==> config.mk <==
export PLATFORM = sky130hd
export DESIGN_NAME = uart_tx_framer_flat
export DESIGN_NICKNAME = d
export VERILOG_FILES = /design/src/rtl/uart_pkg.sv /design/src/rtl/uart_tx_framer_if.sv /design/src/rtl/sync_fifo.sv /design/src/rtl/uart_tx_framer.sv /design/src/flat_wrapper.sv
export SDC_FILE = /design/constraint.sdc
export NUM_CORES = 1
export LEC_CHECK = 0
export BUFFER_PORTS_ARGS = -buffer_cell sky130_fd_sc_hd__buf_2
export CAP_MARGIN = 20
export CORE_MARGIN = 2
export CORE_UTILIZATION = 60
export DETAILED_ROUTE_END_ITERATION = 6
export PLACE_DENSITY_LB_ADDON = 0.15
export SLEW_MARGIN = 20
export SYNTH_ARGS = -nofsm -noshare
export SYNTH_HDL_FRONTEND = slang
export SYNTH_HIERARCHICAL = 1
export SYNTH_SLANG_ARGS = --single-unit
==> constraint.sdc <==
create_clock -name clk_in -period 3.5 [get_ports clk_in]
set_clock_uncertainty 0.2 [all_clocks]
set_input_delay 0.875 -clock clk_in [delete_from_list [all_inputs] [get_ports clk_in]]
set_output_delay 0.875 -clock clk_in [all_outputs]
set_load 0.005 [all_outputs]
==> src/rtl/uart_pkg.sv <==
// Shared UART definitions: parity encoding, transmitter FSM states, parity helper.
package uart_pkg;

   localparam int unsigned PARITY_NONE   = 0;
   localparam int unsigned PARITY_ODD    = 1;
   localparam int unsigned PARITY_EVEN   = 2;
   localparam int unsigned MAX_DATA_BITS = 9;

   typedef enum logic [2:0] {
      ST_IDLE,
      ST_START,
      ST_DATA,
      ST_PARITY,
      ST_STOP
   } uart_tx_state_t;

   // Zero-extended payload does not change the XOR, so one width serves every frame size.
   function automatic logic calc_parity(input logic [MAX_DATA_BITS-1:0] data,
                                        input int unsigned mode);
      logic even_bit;
      even_bit = ^data;
      return (mode == PARITY_ODD) ? ~even_bit : even_bit;
   endfunction

endpackage

==> src/rtl/uart_tx_framer_if.sv <==
// Write-side valid/ready handshake into the transmitter buffer.
interface uart_tx_framer_if #(
   parameter int unsigned DATA_BITS = 8
) ();

   logic [DATA_BITS-1:0] data_in;
   logic                 data_valid;
   logic                 data_ready;

   modport master (output data_in, output data_valid, input data_ready);
   modport slave  (input data_in, input data_valid, output data_ready);

endinterface

==> src/rtl/sync_fifo.sv <==
// Single-clock FIFO with wrap-around pointers one bit wider than the address.
module sync_fifo #(
   parameter int unsigned WIDTH = 8,
   parameter int unsigned DEPTH = 4
) (
   input  logic                     clk_in,
   input  logic                     reset,
   input  logic                     push,
   input  logic [WIDTH-1:0]         wdata,
   input  logic                     pop,
   output logic [WIDTH-1:0]         rdata,
   output logic                     full,
   output logic                     empty,
   output logic [$clog2(DEPTH):0]   count
);

   localparam int unsigned AW = $clog2(DEPTH);

   logic [WIDTH-1:0] mem [DEPTH];
   logic [AW:0]      wr_ptr;
   logic [AW:0]      rd_ptr;
   logic             do_push;
   logic             do_pop;

   assign empty   = (wr_ptr == rd_ptr);
   assign full    = (wr_ptr[AW] != rd_ptr[AW]) && (wr_ptr[AW-1:0] == rd_ptr[AW-1:0]);
   assign count   = wr_ptr - rd_ptr;
   assign rdata   = mem[rd_ptr[AW-1:0]];
   assign do_push = push && !full;
   assign do_pop  = pop && !empty;

   // Pointer advance; a simultaneous push and pop both take effect.
   always_ff @(posedge clk_in or posedge reset) begin
      if (reset) begin
         wr_ptr <= '0;
         rd_ptr <= '0;
      end else begin
         if (do_push) wr_ptr <= wr_ptr + (AW+1)'(1);
         if (do_pop)  rd_ptr <= rd_ptr + (AW+1)'(1);
      end
   end

   // Storage array, not reset.
   always_ff @(posedge clk_in) begin
      if (do_push) mem[wr_ptr[AW-1:0]] <= wdata;
   end

endmodule

==> src/rtl/uart_tx_framer.sv <==
// Buffered UART transmitter: FIFO-fed, LSB-first, optional parity, 1 or 2 stop bits.
module uart_tx_framer
   import uart_pkg::*;
#(
   parameter int unsigned CLK_TICKS_PER_BIT = 9,
   parameter int unsigned CLK_TICKS_WIDTH   = 4,
   parameter int unsigned DATA_BITS         = 8,
   parameter int unsigned PARITY            = 0,
   parameter int unsigned STOP_BITS         = 2,
   parameter int unsigned FIFO_DEPTH        = 4
) (
   input  logic                          clk_in,
   input  logic                          reset,
   uart_tx_framer_if.slave               bus,
   output logic                          tx_out,
   output logic                          tx_busy,
   output logic [$clog2(FIFO_DEPTH):0]   fifo_count,
   output logic                          overflow
);

   localparam int unsigned BIT_W = $clog2(DATA_BITS);

   uart_tx_state_t             state_q, state_d;
   logic [CLK_TICKS_WIDTH-1:0] tick_q, tick_d;
   logic [BIT_W-1:0]           bit_q, bit_d;
   logic [DATA_BITS-1:0]       shift_q, shift_d;
   logic                       par_q, par_d;
   logic                       tx_d;
   logic                       fifo_pop;
   logic                       fifo_full;
   logic                       fifo_empty;
   logic [DATA_BITS-1:0]       fifo_rdata;
   logic                       tick_last;
   logic                       load;

   assign bus.data_ready = ~fifo_full;

   sync_fifo #(
      .WIDTH (DATA_BITS),
      .DEPTH (FIFO_DEPTH)
   ) u_fifo (
      .clk_in (clk_in),
      .reset  (reset),
      .push   (bus.data_valid),
      .wdata  (bus.data_in),
      .pop    (fifo_pop),
      .rdata  (fifo_rdata),
      .full   (fifo_full),
      .empty  (fifo_empty),
      .count  (fifo_count)
   );

   assign tick_last = (tick_q == CLK_TICKS_WIDTH'(CLK_TICKS_PER_BIT - 1));

   // Next-state, bit timing and line value for the state being entered.
   always_comb begin
      state_d  = state_q;
      tick_d   = tick_q;
      bit_d    = bit_q;
      shift_d  = shift_q;
      par_d    = par_q;
      fifo_pop = 1'b0;
      load     = 1'b0;
      tx_d     = 1'b1;

      case (state_q)
         ST_IDLE: begin
            load = !fifo_empty;
         end
         ST_START: begin
            if (tick_last) begin
               tick_d  = '0;
               bit_d   = '0;
               state_d = ST_DATA;
            end else begin
               tick_d = tick_q + CLK_TICKS_WIDTH'(1);
            end
         end
         ST_DATA: begin
            if (tick_last) begin
               tick_d  = '0;
               shift_d = shift_q >> 1;
               if (bit_q == BIT_W'(DATA_BITS - 1)) begin
                  bit_d   = '0;
                  state_d = (PARITY != PARITY_NONE) ? ST_PARITY : ST_STOP;
               end else begin
                  bit_d = bit_q + BIT_W'(1);
               end
            end else begin
               tick_d = tick_q + CLK_TICKS_WIDTH'(1);
            end
         end
         ST_PARITY: begin
            if (tick_last) begin
               tick_d  = '0;
               bit_d   = '0;
               state_d = ST_STOP;
            end else begin
               tick_d = tick_q + CLK_TICKS_WIDTH'(1);
            end
         end
         ST_STOP: begin
            if (tick_last) begin
               tick_d = '0;
               if (bit_q == BIT_W'(STOP_BITS - 1)) begin
                  bit_d   = '0;
                  state_d = ST_IDLE;
                  load    = !fifo_empty;
               end else begin
                  bit_d = bit_q + BIT_W'(1);
               end
            end else begin
               tick_d = tick_q + CLK_TICKS_WIDTH'(1);
            end
         end
         default: state_d = ST_IDLE;
      endcase

      // Pop the head word and start a frame without an idle gap.
      if (load) begin
         fifo_pop = 1'b1;
         shift_d  = fifo_rdata;
         par_d    = calc_parity(MAX_DATA_BITS'(fifo_rdata), PARITY);
         tick_d   = '0;
         bit_d    = '0;
         state_d  = ST_START;
      end

      case (state_d)
         ST_START:  tx_d = 1'b0;
         ST_DATA:   tx_d = shift_d[0];
         ST_PARITY: tx_d = par_d;
         default:   tx_d = 1'b1;
      endcase
   end

   // FSM, counters, shift register and registered line outputs.
   always_ff @(posedge clk_in or posedge reset) begin
      if (reset) begin
         state_q <= ST_IDLE;
         tick_q  <= '0;
         bit_q   <= '0;
         shift_q <= '0;
         par_q   <= 1'b0;
         tx_out  <= 1'b1;
         tx_busy <= 1'b0;
      end else begin
         state_q <= state_d;
         tick_q  <= tick_d;
         bit_q   <= bit_d;
         shift_q <= shift_d;
         par_q   <= par_d;
         tx_out  <= tx_d;
         tx_busy <= (state_d != ST_IDLE);
      end
   end

   // Sticky flag for writes offered while the buffer is full.
   always_ff @(posedge clk_in or posedge reset) begin
      if (reset) overflow <= 1'b0;
      else if (bus.data_valid && !bus.data_ready) overflow <= 1'b1;
   end

endmodule

==> src/flat_wrapper.sv <==
// flat-port wrapper written by rule: the top's interface ports become plain ports
module uart_tx_framer_flat import uart_pkg::*;
#(
   parameter int unsigned CLK_TICKS_PER_BIT = 9,
   parameter int unsigned CLK_TICKS_WIDTH   = 4,
   parameter int unsigned DATA_BITS         = 8,
   parameter int unsigned PARITY            = 0,
   parameter int unsigned STOP_BITS         = 2,
   parameter int unsigned FIFO_DEPTH        = 4
)
  (clk_in, reset, tx_out, tx_busy, fifo_count, overflow, bus_data_in, bus_data_valid, bus_data_ready);
  uart_tx_framer_if #(.DATA_BITS(DATA_BITS)) bus_i ();
  input  logic clk_in;
  input  logic reset;
  output logic tx_out;
  output logic tx_busy;
  output logic [$clog2(FIFO_DEPTH):0] fifo_count;
  output logic overflow;
  input wire logic [$bits(bus_i.data_in)-1:0] bus_data_in;
  input wire logic [$bits(bus_i.data_valid)-1:0] bus_data_valid;
  output wire logic [$bits(bus_i.data_ready)-1:0] bus_data_ready;
  assign bus_i.data_in = bus_data_in;
  assign bus_i.data_valid = bus_data_valid;
  assign bus_data_ready = bus_i.data_ready;
  uart_tx_framer #(.CLK_TICKS_PER_BIT(CLK_TICKS_PER_BIT), .CLK_TICKS_WIDTH(CLK_TICKS_WIDTH), .DATA_BITS(DATA_BITS), .PARITY(PARITY), .STOP_BITS(STOP_BITS), .FIFO_DEPTH(FIFO_DEPTH)) u_core (.clk_in(clk_in), .reset(reset), .bus(bus_i), .tx_out(tx_out), .tx_busy(tx_busy), .fifo_count(fifo_count), .overflow(overflow));
endmodule
==> results.tsv, run 1 <==
metric	value	unit
clk sinks	60	
Root Buffer	clkbuf_8	
CP Cell Sequence	inv_1 -> ha_1 -> nand3_1 -> inv_1 -> inv_1 -> buf_2	
layout cells sized above 1	23.3	%
Routed Wire Length	5090	microns
number of I/O pins	18	
Synthesis Warnings	6	
TritonRoute pass-1 iters	4	
clock latency on the worst-skew pair	0.34	ns
CP top delay family	flip-flops	
initial antenna violation count	0	
Post-CTS Resized	0	
routed vias	1793	
EDFF count, synth	32	
Max-cap violations	0	
post-CTS setup buffer count	0	
clock share of power	19.7	%
Cells after Synth	218	
CP peak stage delay	0.61	ns
Area growth syn-to-layout	10.9	%
Setup crit start kind	register	
Row Count	25	
post-route insts no fill	299	
Logic pwr share	41.8	%
Post-Syn Nets	242	
setup TNS	0	ns
CP Class	reg2out	
htree depth	3	
DIE HEIGHT	73.6	microns
Synth Flop Type	edfxtp_1	
n_diodes	0	
Post-route DRC	0	
Die Width	73.6	microns
most frequent cells after synthesis	edfxtp_1 (32), dfrtp_1 (27), inv_1 (15)	
nets	264	
count leader, synth	edfxtp_1	
total die area	5420	sq um
Final Hold Viols	0	
synthesized area	2910	sq um
number of global-route vias before repair	1828	
VDD IR-drop max	0.000651	V
post-DR vias/cell	6.00	
CTS tree	yes	
CP Buf/Inv Count	4	
synthesized flop and latch total	60	
Worst-path clk slew	0.07	ns
global route total overflow	0	
fin crit period	2.94	ns
worst path arrival time	1.86	ns
RePlAce Congestion	0.837	
fmax	0.340	GHz
fin crit share	83.9	%
Slew Viols, Final	0	
Critical path origin	u_core/u_fifo/rd_ptr[1]$_DFFE_PP0P_	
worst slew pin tran	0.870	ns
Crit-path slowest cell	dfrtp_1	
pin count of the biggest net entering global routing	23	
switching power	1080	uW
PortBufs	17	
HP Class	reg2reg	
Setup crit end kind	output pin	
pwr/cell area	932	nW/um^2
Critical Path Most Common Cell	inv_1	
setup violators final	0	
Detail Placement HPWL	3590	microns
RSZ-0062 raised after global routing	false	
Yosys top cell by area	edfxtp_1	
fill count	315	
post-route cell area	3220	sq um
placed insts	283	
core area	4690	sq um
drt wl/cell	17.0	microns
Routed Antenna Nets	0	
initial core utilization	61.9	%
CTS Buf Count	9	
global-route wire length before repair	8690	microns
Power Internal	1930	uW
RR Startpoint	u_core/u_fifo/rd_ptr[1]$_DFFE_PP0P_	
Placed Instance Area	3030	sq um
Async S/R FF share, synth	46.7	%
Iter 0 DRT Violations	107	
sw frac	35.8	%
hold buffers post-CTS	0	
Seq pwr share	38.5	%
max_slew headroom	41.9	%
total global-route track usage	22.1	%
crit-path max FO	11	
WP data required	2.42	ns
Seq/Total Area, Yosys	57.2	%
Lkg Pwr	0.00133	uW
syn avg cell area	13.3	sq um
status	completed	
worst hold start	u_core/overflow$_DFFE_PP0P_	
Yosys top cell area share	33.1	%
synth unique cells	50	
Clock Tree Buf Depth	2	
largest cells by area after synthesis	edfxtp_1 (33%), dfrtp_1 (23%), mux4_2 (6.2%)	
worst reg2reg max path, stage by stage (launching register included):
cell	delay, ns
dfrtp_1	0.61
inv_1	0.16
ha_1	0.34
nand2_1	0.18
nor2_1	0.08
or3_1	0.44
a21oi_2	0.22
o21ai_2	0.11
mux2_4	0.30
per-layer routing:
layer	global-route usage (%)	part of all wire (%)	up-vias
met2	35.2	51	37
met3	5.62	3.2	9
met4	10.5	1.8	0
li1	-	-	856
met1	28.3	44	891
met5	0	0	-
registers in the layout, summed over array words and instances, names as in the netlist, 3 cells and up:
signal                count
u_core/tick_q             4
u_core/state_q            3
u_core/u_fifo/wr_ptr      3
u_core/shift_q            8
u_core/u_fifo/rd_ptr      3
u_core/u_fifo/mem        32
u_core/bit_q              3
cells by family (layout without fill, tap and decap cells):
| family | Yosys count | count (layout) | share of synthesized area [%] |
|---|---|---|---|
| and+or+nand+nor | 56 | 56 | 11.0 |
| xor gates and xnor gates | 11 | 11 | 3.57 |
| DFF | 60 | 60 | 57.2 |
| AOI/OAI and AO/OA | 41 | 41 | 10.2 |
| adders and majority gates | 13 | 13 | 5.85 |
| muxes | 14 | 14 | 8.70 |
| buffers and inverters | 23 | 50 | 3.40 |
layout make-up:
| cell class | instances | area, sq um | area share [%] |
|---|---|---|---|
| flip-flops and latches | 60 | 1660 | 51.6 |
| multi-input cells | 135 | 1140 | 35.5 |
| clock buffers | 9 | 124 | 3.84 |
| repair buffers | 19 | 100 | 3.11 |
| clock inverters | 7 | 67.6 | 2.10 |
| well taps | 54 | 67.6 | 2.10 |
| inverters | 15 | 56.3 | 1.75 |
cell usage in the layout (no fill, tap or decap), drive strengths merged, types with 2 or more instances in the layout:
master    netlist  final
mux2            4      4
o21a            2      2
nand3           6      6
xnor2          10     10
clkinv          0      4
inv            15     15
nand2b          2      2
nor3            5      5
clkinvlp        0      2
a31o            2      2
a221o           6      6
or3             4      4
mux4            8      8
nor2            8      8
edfxtp         32     32
ha             12     12
a21oi          13     13
and3           11     11
o31ai           2      2
buf             5     19
o21ai           7      7
dfrtp          27     27
mux2i           2      2
clkbuf          3      9
nand2           9      9
nor3b           3      3
path summary, 6_finish.rpt:
path	end	slack (ns)	depth (start not counted)
worst max-delay path	bus_data_ready	0.56	6
worst min-delay path	u_core/overflow$_DFFE_PP0P_	0.25	1
worst max register to register	u_core/u_fifo/rd_ptr[1]$_DFFE_PP0P_	0.76	8
worst min register to register	u_core/overflow$_DFFE_PP0P_	0.25	1
max in group asynchronous	u_core/tick_q[1]$_DFFE_PP0P_	2.04	2
min in group asynchronous	u_core/u_fifo/rd_ptr[2]$_DFFE_PP0P_	0.26	2
power by group through the flow:
stage | clock [uW] | sequential, uW | combinational [uW]
floorplan | 0 | 1090 | 1030
global placement | 0 | 1160 | 1210
detailed placement | 0 | 1170 | 1260
CTS | 608 | 1160 | 1270
global route | 643 | 1190 | 1400
finish | 591 | 1160 | 1260
through the flow:
stage	hold slack, ns	setup slack (ns)	util, %	total power, uW
detailed placement	0.242	0.763	64.6	2430
floorplan	0.251	0.620	-	2130
global placement	0.242	0.801	64.6	2370
global route	0.274	0.405	68.7	3240
finish	0.251	0.562	68.7	3010
CTS	0.253	0.543	68.7	3040
Note: power is estimated with default switching activity, not from simulation.
==> run 2, diff against run 1 <==
--- a/config.mk
+++ b/config.mk
@@ -5,6 +5,7 @@
 export SDC_FILE = /design/constraint.sdc
 export NUM_CORES = 1
 export LEC_CHECK = 0
+export ABC_AREA = 1
 export BUFFER_PORTS_ARGS = -buffer_cell sky130_fd_sc_hd__buf_2
 export CAP_MARGIN = 20
 export CORE_MARGIN = 2
==> constraint.sdc (replaced) <==
create_clock -name clk_in -period 2.9 [get_ports clk_in]
set_clock_uncertainty 0.2 [all_clocks]
set_input_delay 0.725 -clock clk_in [delete_from_list [all_inputs] [get_ports clk_in]]
set_output_delay 0.725 -clock clk_in [all_outputs]
set_load 0.005 [all_outputs]
==> results.tsv, run 2 <==
metric	value	unit	change
fill count	399		was 315
Post-CTS Resized	0		unchanged
htree depth	3		unchanged
post-DR vias/cell	5.22		was 6.00
total die area	5690	sq um	was 5420 sq um
core area	4820	sq um	was 4690 sq um
Root Buffer	clkbuf_8		unchanged
setup TNS	0	ns	unchanged
RSZ-0062 raised after global routing	false		unchanged
worst path arrival time	1.74	ns	was 1.86 ns
Row Count	25		unchanged
Setup crit start kind	register		unchanged
CTS tree	yes		unchanged
Yosys top cell by area	edfxtp_1		unchanged
pin count of the biggest net entering global routing	23		unchanged
global-route wire length before repair	9190	microns	was 8690 microns
Routed Antenna Nets	0		unchanged
synthesized flop and latch total	60		unchanged
VDD IR-drop max	0.000669	V	was 0.000651 V
Async S/R FF share, synth	46.7	%	unchanged
RePlAce Congestion	0.876		was 0.837
Synthesis Warnings	6		unchanged
Cells after Synth	330		was 218
clock latency on the worst-skew pair	0.34	ns	about the same
number of global-route vias before repair	2116		was 1828
register area	1660	sq um	unchanged
most common cell after layout, fill and taps aside	nand2_1		was edfxtp_1
synthesized area	3060	sq um	was 2910 sq um
count leader, synth	nand2_1		was edfxtp_1
Lkg Pwr	0.00161	uW	was 0.00133 uW
crit-path max FO	4		was 11
Seq/Total Area, Yosys	54.3	%	was 57.2%
Post-Syn Nets	354		was 242
post-route cell area	3400	sq um	was 3220 sq um
Die Width	75.4	microns	was 73.6 microns
sw frac	43.2	%	was 35.8%
drt wl/cell	13.2	microns	was 17.0 microns
Clock Tree Buf Depth	2		unchanged
Detail Placement HPWL	3980	microns	was 3590 microns
Power Total	3770	uW	was 3010 uW
number of I/O pins	18		unchanged
HP Class	in2async		was reg2reg
worst slew pin tran	0.820	ns	was 0.870 ns
CTS Buf Count	9		unchanged
Routed Wire Length	5700	microns	was 5090 microns
area of the multi-input gates	1140	sq um	about the same
clk sinks	60		unchanged
Iter 0 DRT Violations	133		was 107
fin crit period	2.66	ns	
hold buffers post-CTS	0		unchanged
clock share of power	17.0	%	was 19.7%
total global-route track usage	22.2	%	was 22.1%
Post-route DRC	0		unchanged
commonest non-fill, non-tap cells in the layout	nand2_1 (76), inv_1 (49), nor2_1 (32), edfxtp_1 (32), dfrtp_1 (27)		was edfxtp_1 (32), dfrtp_1 (27), buf_2 (17), inv_1 (15), ha_1 (12)
WP data required	1.98	ns	was 2.42 ns
Final Hold Viols	0		unchanged
syn avg cell area	9.28	sq um	was 13.3 sq um
layout cells sized above 1	16.7	%	was 23.3%
n_diodes	0		unchanged
Yosys top cell area share	31.4	%	was 33.1%
PortBufs	17		unchanged
initial antenna violation count	0		unchanged
initial core utilization	63.6	%	was 61.9%
Worst-path clk slew	0.06	ns	was 0.07 ns
post-CTS setup buffer count	0		unchanged
status	completed		unchanged
Power Internal	2140	uW	was 1930 uW
Largest register FFs	32		unchanged
setup violators final	0		unchanged
most frequent cells after synthesis	nand2_1 (76), inv_1 (49), edfxtp_1 (32), nor2_1 (32), dfrtp_1 (27)		was edfxtp_1 (32), dfrtp_1 (27), inv_1 (15)
EDFF count, synth	32		unchanged
pwr/cell area	1110	nW/um^2	was 932 nW/um^2
TritonRoute pass-1 iters	4		unchanged
fmax	0.376	GHz	
DIE HEIGHT	75.4	microns	was 73.6 microns
Seq pwr share	35.3	%	was 38.5%
largest cells by area after synthesis	edfxtp_1 (31%), dfrtp_1 (22%), nand2_1 (9.3%)		was edfxtp_1 (33%), dfrtp_1 (23%), mux4_2 (6.2%)
Logic pwr share	47.7	%	was 41.8%
CP Class	reg2out		unchanged
synth unique cells	34		was 50
Area growth syn-to-layout	11.2	%	was 10.9%
Placed Instance Area	3240	sq um	was 3030 sq um
Setup crit end kind	output pin		unchanged
switching power	1630	uW	was 1080 uW
fin crit share	91.7	%	
routed vias	2253		was 1793
max_slew headroom	45.3	%	was 41.9%
Max-cap violations	0		unchanged
global route total overflow	0		unchanged
Synth Flop Type	edfxtp_1		unchanged
Slew Viols, Final	0		unchanged
nets	384		was 264
run 2: through the flow:
step | utilization, % | setup slack (ns) | hold slack (ns) | std cells
after CTS | 70.7 | 0.209 | 0.115 | 432
after floorplan | - | 0.658 | 0.251 | 330
final | 70.7 | 0.240 | 0.122 | 432
after detailed placement | 67.2 | 0.512 | 0.250 | 416
after global routing | 70.7 | 0.116 | 0.133 | 432
after global placement | 67.2 | 0.603 | 0.242 | 416
run 2: worst max-delay path: stages (launching register included):
cell and delay [ns]:
dfrtp_1 0.41, inv_1 0.14, ha_1 0.16, inv_1 0.05, fa_1 0.37, xnor2_1 0.15, buf_2 0.12
run 2: power groups by stage:
stage / Combinational, uW / Sequential [uW] / Clock, uW
after global routing: 2050 / 1360 / 687
after global placement: 1740 / 1340 / 0
final: 1800 / 1330 / 640
after floorplan: 1400 / 1310 / 0
after CTS: 1810 / 1330 / 657
after detailed placement: 1790 / 1350 / 0
run 2: kinds of logic (layout without fill, tap and decap cells):
logic type,after synthesis,after routing,synth area share [%]
AO/OA/AOI/OAI,47,47,9.48
XOR/XNOR,3,3,0.858
adder cells (fa/ha/maj),13,13,5.56
buffers and inverters,60,95,8.34
flip-flops,60,60,54.3
AND/OR/NAND/NOR,147,147,21.5
run 2: final cells by class:
class / count / area share [%]
clock buffer: 10 / 3.75
sequential: 60 / 48.8
multi-input combinational: 210 / 33.6
inverter: 55 / 6.14
clock inverter: 6 / 1.18
tap: 67 / 2.46
timing repair buffer: 24 / 4.04
run 2: worst paths after layout:
kind	start	to	slack, ns	cells past startpoint
max	u_core/u_fifo/wr_ptr[0]$_DFFE_PP0P_	fifo_count[2]	0.24	6
max reg2reg	u_core/u_fifo/wr_ptr[0]$_DFFE_PP0P_	u_core/shift_q[0]$_DFF_PP0_	0.50	11
min reg2reg	u_core/overflow$_DFFE_PP0P_	u_core/overflow$_DFFE_PP0P_	0.26	1
max in group asynchronous	reset	u_core/state_q[2]$_DFF_PP0_	1.64	2
min in group clk_in	u_core/overflow$_DFFE_PP0P_	u_core/overflow$_DFFE_PP0P_	0.26	1
min	reset	u_core/u_fifo/rd_ptr[2]$_DFFE_PP0P_	0.12	2
run 2: metal layers:
| metal | vias to the layer above | wire length, microns | GRT usage, % |
|---|---|---|---|
| met4 | 0 | 88 | 11.1 |
| met5 | - | 0 | 0 |
| li1 | 1149 | - | - |
| met2 | 41 | 2870 | 38.7 |
| met1 | 1053 | 2510 | 25.6 |
| met3 | 10 | 241 | 5.03 |
